[config.mk]
export PLATFORM = sky130hd
export DESIGN_NAME = fpga_robots_game_lockmon
export DESIGN_NICKNAME = d
export VERILOG_FILES = /design/src/rtl/fpga_robots_game_lockmon_pkg.sv /design/src/rtl/fpga_robots_game_sync.sv /design/src/rtl/fpga_robots_game_lockmon.sv
export SDC_FILE = /design/constraint.sdc
export NUM_CORES = 1
export LEC_CHECK = 0
export ABC_AREA = 1
export BUFFER_PORTS_ARGS = -buffer_cell sky130_fd_sc_hd__buf_2
export CORE_MARGIN = 5
export CORE_UTILIZATION = 56
export DETAILED_ROUTE_END_ITERATION = 12
export PLACE_DENSITY = 0.88
export RECOVER_POWER = 100
export SYNTH_ARGS = -nofsm -noshare
export SYNTH_HDL_FRONTEND = slang
export SYNTH_HIERARCHICAL = 1
export SYNTH_SLANG_ARGS = --single-unit
[constraint.sdc]
create_clock -name clk -period 3.9 [get_ports clk]
set_input_delay 0.195 -clock clk [delete_from_list [all_inputs] [get_ports clk]]
set_output_delay 0.195 -clock clk [all_outputs]
set_load 0.01 [all_outputs]
[src/rtl/fpga_robots_game_lockmon_pkg.sv]
// Shared definitions for the robots-game lock monitor: state encodings and
// the counter width helper.
package fpga_robots_game_lockmon_pkg;

  typedef enum logic [1:0] {
    WAIT_LOCK = 2'd0,
    SETTLE    = 2'd1,
    RUN       = 2'd2,
    LOST      = 2'd3
  } lock_state_e;

  // Bits needed to count 0..limit-1, never less than one bit.
  function automatic int min_width(input int limit);
    return (limit <= 1) ? 1 : $clog2(limit);
  endfunction

endpackage

[src/rtl/fpga_robots_game_sync.sv]
// Multi-stage synchronizer for one asynchronous level into the clk domain.
module fpga_robots_game_sync #(
  parameter int STAGES = 2
) (
  input  logic clk,
  input  logic rst_n,
  input  logic d,
  output logic q
);

  logic [STAGES-1:0] ff;

  // NOTE: sequential state uses non-blocking assignments so every flop samples
  // the pre-edge value of its neighbour; blocking here would collapse the chain.
  always_ff @(posedge clk or negedge rst_n) begin
    if (!rst_n) ff <= '0;
    else        ff <= {ff[STAGES-2:0], d};
  end

  assign q = ff[STAGES-1];

endmodule

[src/rtl/fpga_robots_game_lockmon.sv]
// PLL lock monitor: holds the game logic in reset until every PLL has been
// stably locked, and re-asserts that reset on lock loss or soft request.
module fpga_robots_game_lockmon
  import fpga_robots_game_lockmon_pkg::*;
#(
  parameter int N_LOCK        = 2,
  parameter int SYNC_STAGES   = 2,
  parameter int SETTLE_CYCLES = 1024,
  parameter int HOLD_CYCLES   = 256,
  parameter int CNT_W         = 8,
  parameter bit FORCE_LOCKED  = 1'b0
) (
  input  logic              clk,
  input  logic              rst_n,
  input  logic [N_LOCK-1:0] pll_locked,
  input  logic              soft_rst_req,
  input  logic              clear_count,
  output logic              locked,
  output logic              game_rst_n,
  output logic [CNT_W-1:0]  lost_count,
  output logic [1:0]        state
);

  localparam int SW = min_width(SETTLE_CYCLES);
  localparam int HW = min_width(HOLD_CYCLES);

  logic all_locked;

  generate
    if (FORCE_LOCKED) begin : g_forced
      logic unused_pll;
      assign unused_pll = ^pll_locked;
      assign all_locked = 1'b1;
    end else begin : g_sync
      logic [N_LOCK-1:0] lock_sync;
      for (genvar i = 0; i < N_LOCK; i++) begin : g_bit
        fpga_robots_game_sync #(.STAGES(SYNC_STAGES)) u_sync (
          .clk   (clk),
          .rst_n (rst_n),
          .d     (pll_locked[i]),
          .q     (lock_sync[i])
        );
      end
      assign all_locked = &lock_sync;
    end
  endgenerate

  lock_state_e      cur_state, state_next;
  logic [SW-1:0]    settle_cnt, settle_next;
  logic [HW-1:0]    hold_cnt, hold_next;
  logic [CNT_W-1:0] lost_next;
  logic             armed;
  logic             loss_event;
  logic             settle_done, hold_done;

  // The settle count excludes the WAIT_LOCK cycle that first saw all_locked,
  // so SETTLE exits one count early to total SETTLE_CYCLES locked cycles.
  assign settle_done = (int'(settle_cnt) + 1 >= SETTLE_CYCLES - 1);
  assign hold_done   = (int'(hold_cnt) >= HOLD_CYCLES - 1);

  // NOTE: every signal driven here gets a default first, so no path through
  // the case leaves it unassigned and no latch is inferred.
  always_comb begin
    state_next  = cur_state;
    settle_next = settle_cnt;
    hold_next   = hold_cnt;
    loss_event  = 1'b0;
    case (cur_state)
      WAIT_LOCK: begin
        settle_next = '0;
        if (armed && all_locked) state_next = SETTLE;
      end
      SETTLE: begin
        if (!all_locked) begin
          state_next  = WAIT_LOCK;
          settle_next = '0;
        end else if (settle_done) begin
          state_next  = RUN;
          settle_next = '0;
        end else begin
          settle_next = settle_cnt + SW'(1);
        end
      end
      RUN: begin
        hold_next = '0;
        if (!all_locked) begin
          state_next = LOST;
          loss_event = 1'b1;
        end else if (soft_rst_req) begin
          state_next = LOST;
        end
      end
      LOST: begin
        if (hold_done) begin
          state_next = WAIT_LOCK;
          hold_next  = '0;
        end else begin
          hold_next = hold_cnt + HW'(1);
        end
      end
      default: state_next = WAIT_LOCK;
    endcase
  end

  always_comb begin
    lost_next = lost_count;
    if (clear_count)
      lost_next = loss_event ? CNT_W'(1) : '0;
    else if (loss_event && (lost_count != '1))
      lost_next = lost_count + CNT_W'(1);
  end

  // armed delays the first FSM move until one edge after reset release.
  always_ff @(posedge clk or negedge rst_n) begin
    if (!rst_n) begin
      cur_state  <= WAIT_LOCK;
      settle_cnt <= '0;
      hold_cnt   <= '0;
      locked     <= 1'b0;
      lost_count <= '0;
      armed      <= 1'b0;
    end else begin
      cur_state  <= state_next;
      settle_cnt <= settle_next;
      hold_cnt   <= hold_next;
      locked     <= (state_next == RUN);
      lost_count <= lost_next;
      armed      <= 1'b1;
    end
  end

  assign game_rst_n = locked;
  assign state      = cur_state;

endmodule
# Word level (Yosys, flattened, before mapping)
# Cells that the tools add are included.
# totals
ff_bits	34
in_bits	6
out_inout_bits	12
word_cells	43
# classes
add_sub_neg	4
order_cmp	2
n_eq_ne	5
n_mux	17
reduce_logical	7
# op_table
operator	n
8-bit 2-to-1 mux	3
10-bit 2-to-1 mux	2
10-bit case mux with 2 select lines	1
8-bit by 1-bit adder with 8-bit output (second input constant)	2
8-bit case mux with 2 select lines	1
2-bit 2-to-1 mux	6
10-bit by 1-bit adder with 11-bit output (second input constant)	1
11-bit by 10-bit >= comparator with 1-bit output (second input constant)	1
10-bit by 1-bit adder with 10-bit output (second input constant)	1
8-bit >= comparator (second input constant)	1
8-bit != test (second input constant)	1
2-bit case mux with 4 select lines	1
2-bit == test (second input constant)	3
2-bit nonzero test	3
1-bit 2-to-1 mux	3
2-bit by 1-bit == test with 1-bit output (second input constant)	1
1-bit logical AND	2
2-bit zero test	1
2-bit AND reduction	1

# Longest topological paths before layout
# depth
ltp_word	6
ltp_mapped	12
mapped_depth_nobuf	12

# Cells and area by module
# The synthesis kept the hierarchy.
# by_module_without_submodules
module	instances	cells_each	area_per_inst_um2	seq_area_each_um2
fpga_robots_game_lockmon	1	215	1684.1	750.7
fpga_robots_game_sync	2	2	50.0	50.0

# Worst setup path after synthesis
# Ideal clock, no wire load.
# synth_path
kind	reg-to-reg
start	register settle_cnt[0]
end	register settle_cnt[7]
setup_time_ns	0.139
t_arrival_ns	1.535
required_ns	3.761
slack_ns	2.226
stages_incl_launch_ff	12
n_path_buf	1
synth_period_minus_slack_ns	1.674
path_cell_list	dfrtp_1 -> inv_1 -> ha_1 -> nor2_1 -> nor2_1 -> nor2_1 -> nand3_1 -> nor2_1 -> nand3_2 -> nand3_2 -> buf_6 -> o22ai_1
# synth_between
elab_chain_len	5
word_cells_on_any_way	6
classes_between	add/sub: 2; order compare: 1; mux: 3
# synth_lines
item	line_no	text
from (decl)	fpga_robots_game_lockmon.sv:49	logic [SW-1:0] settle_cnt, settle_next;
from (signal assigned)	fpga_robots_game_lockmon.sv:124	settle_cnt <= settle_next;
10-bit by 1-bit adder with 11-bit output	fpga_robots_game_lockmon.sv:58	assign settle_done = (int'(settle_cnt) + 1 >= SETTLE_CYCLES - 1);
11-bit by 10-bit >= comparator with 1-bit output	fpga_robots_game_lockmon.sv:58	
10-bit 2-to-1 mux *	fpga_robots_game_lockmon.sv:77	end else if (settle_done) begin
10-bit 2-to-1 mux *	fpga_robots_game_lockmon.sv:74	if (!all_locked) begin
10-bit case mux with 2 select lines *	fpga_robots_game_lockmon.sv:68	case (cur_state)
# Mark *: on every way between the ends. The rest lies on a longest branch, timed or not.
# A chain may end at the register's enable or synchronous reset.

# Worst setup path in the final report
# layout_path
start	register settle_cnt[0]
end	register locked (netlist: game_rst_n)
# layout_between
elab_chain_len	6
# layout_lines
item	line_no	text
10-bit by 1-bit adder with 11-bit output	fpga_robots_game_lockmon.sv:58	
11-bit by 10-bit >= comparator with 1-bit output	fpga_robots_game_lockmon.sv:58	
2-bit 2-to-1 mux	fpga_robots_game_lockmon.sv:77	
2-bit 2-to-1 mux	fpga_robots_game_lockmon.sv:74	
2-bit case mux with 4 select lines	fpga_robots_game_lockmon.sv:68	
named net state_next[0]	fpga_robots_game_lockmon.sv:48	lock_state_e cur_state, state_next;
2-bit == test	fpga_robots_game_lockmon.sv:126	locked <= (state_next == RUN);
to (signal assigned)	fpga_robots_game_lockmon.sv:126	
to (decl)	fpga_robots_game_lockmon.sv:18	output logic locked,
# The timed path passes the listed nets, and every way through them passes these cells.

==> metrics.md <==
| Metric | Value |
|---|---|
| Outcome | finished with violations |
| Failing checks | max-capacitance violations, max-slew violations |
| Top cell type by total area after synthesis | dfrtp_1 |
| DRC | 0 |
| M1 wire length | between 1500 and 2000 um |
| Ant diodes | 0 |
| Initial antenna violation count | 0 |
| Vias post-DR | 1516 |
| Final ANT Viol Nets | 0 |
| Post-synth EDFFs | 0 |
| Root buf cell | clkbuf_4 |
| CTS clk-pin slew, worst paths | 0.11 ns |
| Sequential fraction of the synthesis area | 47.7% |
| Worst Path Max Fanout | 11 |
| Peak supply drop | between 200 and 250 uV |
| Dpl ws | 1.98 ns |
| Nets | 252 |
| Setup CP Type | flop to flop |
| Syn nets | 229 |
| Port bufs | 17 |
| FF-to-FF End | game_rst_n |
| Slew headroom | -18.6% |
| Global-route wire length before repair | approximately 6100 um |
| Skew final | 0.00426 ns |
| Crit path DAT | 2.36 ns |
| Fin. Hold Viols | 0 |
| Mapped Avg Cell Area | 8.15 um^2 |
| Leak Pwr | just over 0.9 nW |
| Post-cts repair resize count | 0 |
| Gr ovfl total | 0 |
| Asr flop ratio synth | 100% |
| Detailed Route Iter0 Violations | 106 |
| Util after Layout | 65.2% |
| Vias per cell | between 5 and 6 |
| Count of final max-slew check failures | 35 |
| Final WL | 3490 um |
| Fin Setup TNS | 0 ns |
| Yosys cell types | 33 |
| Top post-synthesis cells by area | dfrtp_1 48%, nand2_1 10%, inv_1 7.6% |
| Pwr per Cell Area | 369 nW/um^2 |
| Hold slack | 0.0667 ns |
| Share of layout cells above drive strength 1 | 8.23% |
| Die H | about 66 um |
| Site Rows | 20 |
| Length in cells of the worst reg-to-reg path | 11 |
| Total GRT Usage | 18.4% |
| Die ar. | 4410 um^2 |
| Clock Path Buffers | 2 |
| PnR worst setup slack | 1.82 ns |
| Met3 WL | 167 um |
| Final Cycle Share | 53.3% |
| Synthesized instance count | between 200 and 250 |
| Vias in the first global route | 1437 |
| CTS Buf Count | 5 |
| CTS tree | done |
| Leading register cell type out of synthesis | dfrtp_1 |
| Die Span X | roughly 66 um |
| RSZ-0062 raised after global routing | no |
| Worst r2r src | settle_cnt[0] |
| Max-Cap Viols | 1 |
| Crit path time final | between 2 and 2.5 ns |
| Synth warn | 6 |
| Worst setup endpoint | game_rst_n |
| Crit path from | settle_cnt[0] |
| Largest net degree at the start of global routing | 35 |
| Req. time, crit path | roughly 4.2 ns |
| Transition time of the tightest slew-check pin | approximately 1.8 ns |
| CP startpoint kind | flop |
| CP endpoint kind | flop |
| Starting Density | 58.4% |
| Core area | 3050 um^2 |
| Layout area overhead | 11.6% |
| Register bit count reported by yosys | 34 |
| Final setup fails | 0 |
| HP Class | input port to flop |
| Routability congestion estimate | 0.867 |
| Wire per inst | 12.2 um |
| Max Freq | 481 MHz |
| Worst skew pair latency | 0.34 ns |
| DRT Pass-1 Iters | 4 |
| Post-DP HPWL | 2470 um |
| Reg2Reg Setup Slack | 1.82 ns |
| Syn Std Cell Area | 1780 um^2 |
| Top-area cell type share of the netlist area | a little under half |
| CTS H-tree depth | 2 |
| CTS sink count | 34 |
| DR top layer | met4 |
| Met2 wire len | between 1500 and 2000 um |
| IO Pins | 18 |
area by class of cell:
class | instances | area, um^2
sequential | 34 | 851
multi-input combinational | 145 | 746
clock buffer | 5 | 37.5
clock inverter | 3 | 68.8
inverter | 36 | 135
timing repair buffer | 20 | 98.8
tap | 44 | 55.1
fill | 271 | 1060
Yosys cell counts (2+ instances only):
library cell / count
a21oi_1: 6
dfrtp_1: 34
nand4_1: 4
inv_1: 36
o22ai_1: 5
nand3_2: 2
nor3_1: 5
xor2_1: 3
nor2_2: 3
o21ai_2: 2
nand2_1: 49
o21ai_0: 10
nor2_1: 20
o22ai_2: 4
nand3_1: 15
ha_1: 4
cells in the final DEF (no fill, tap or decap), types with 2 or more instances in the layout:
master	Yosys	final
nor2_2	3	3
clkbuf_4	0	5
bufinv_16	0	2
dfrtp_1	34	34
xor2_1	3	3
ha_1	4	4
dlygate4sd3_1	0	3
nand2_1	49	49
nand4_1	4	4
nor2_1	20	20
o22ai_1	5	7
a21oi_1	6	7
o22ai_2	4	2
o21ai_0	10	11
clkbuf_1	0	13
buf_2	1	4
inv_1	36	36
nor3_1	5	5
nand3_1	15	16
routing by layer:
metal,vias to the layer above,GRT usage (%)
met5,-,0
met4,0,9.90
met3,7,5.78
met2,31,27.9
met1,728,23.2
li1,750,-
flip-flops by register name (all words and copies together) (netlist names):
name                    count
armed                       1
g_sync.g_bit.u_sync/ff      4
game_rst_n                  1
hold_cnt                    8
lost_count                  8
settle_cnt                 10
state                       2
worst max-delay path, cell delays in order, from the launching register on:
cell and delay [ns]:
dfrtp_1 0.41, inv_1 0.11, ha_1 0.31, nor2_1 0.10
nor2_1 0.05, nor2_1 0.11, nand3_1 0.08, nor2_1 0.13
nand3_2 0.08, nand3_1 0.35, nand3_1 0.17, nor2_1 0.13
logic make-up after synthesis:
kind of cell / Yosys count / share of synthesized area, %
AND/OR/NAND/NOR: 101 / 24.8
buffers and inverters: 40 / 9.12
other: 1 / 0.210
XOR/XNOR: 4 / 1.96
adder cells (fa/ha/maj): 4 / 2.81
flip-flops: 34 / 47.7
AO/OA/AOI/OAI: 35 / 13.4
through the flow:
step | cell area, um^2 | std cells | power, W
final | 1990 | 287 | 0.000734
after global routing | 1990 | 287 | 0.000764
after CTS | 2030 | 287 | 0.000748
after detailed placement | 1900 | 276 | 0.000419
after global placement | 1900 | 276 | 0.000416
after floorplan | 1780 | 219 | 0.000402
worst min path at each step:
stage | slack (ns) | cells past startpoint | startpoint | endpoint
6_report | 0.07 | 2 | clear_count | lost_count[4]
5_1_grt | 0.07 | 2 | clear_count | lost_count[4]
4_1_cts | 0.05 | 2 | clear_count | lost_count[4]
3_5_place_dp | 0.30 | 1 | rst_n | settle_cnt[6]
3_3_place_gp | 0.29 | 1 | rst_n | settle_cnt[5]
2_1_floorplan | -0.10 | 0 | rst_n | armed
power breakdown:
group / internal, W / switching, W / total [W]
clock: 0.000200 / 0.000125 / 0.000326
sequential: 0.000361 / 0.00000745 / 0.000368
combinational: 0.0000124 / 0.0000278 / 0.0000403
total: 0.000574 / 0.000161 / 0.000734
timing repair:
| item | 4_1_cts | 5_1_grt |
|---|---|---|
| buffers inserted | 0 | 0 |
| hold endpoints to repair | 36 | 0 |
| hold buffers | 3 | 0 |
| setup endpoints to repair | 0 | 0 |
No activity file was read; power rests on OpenSTA's default activity.
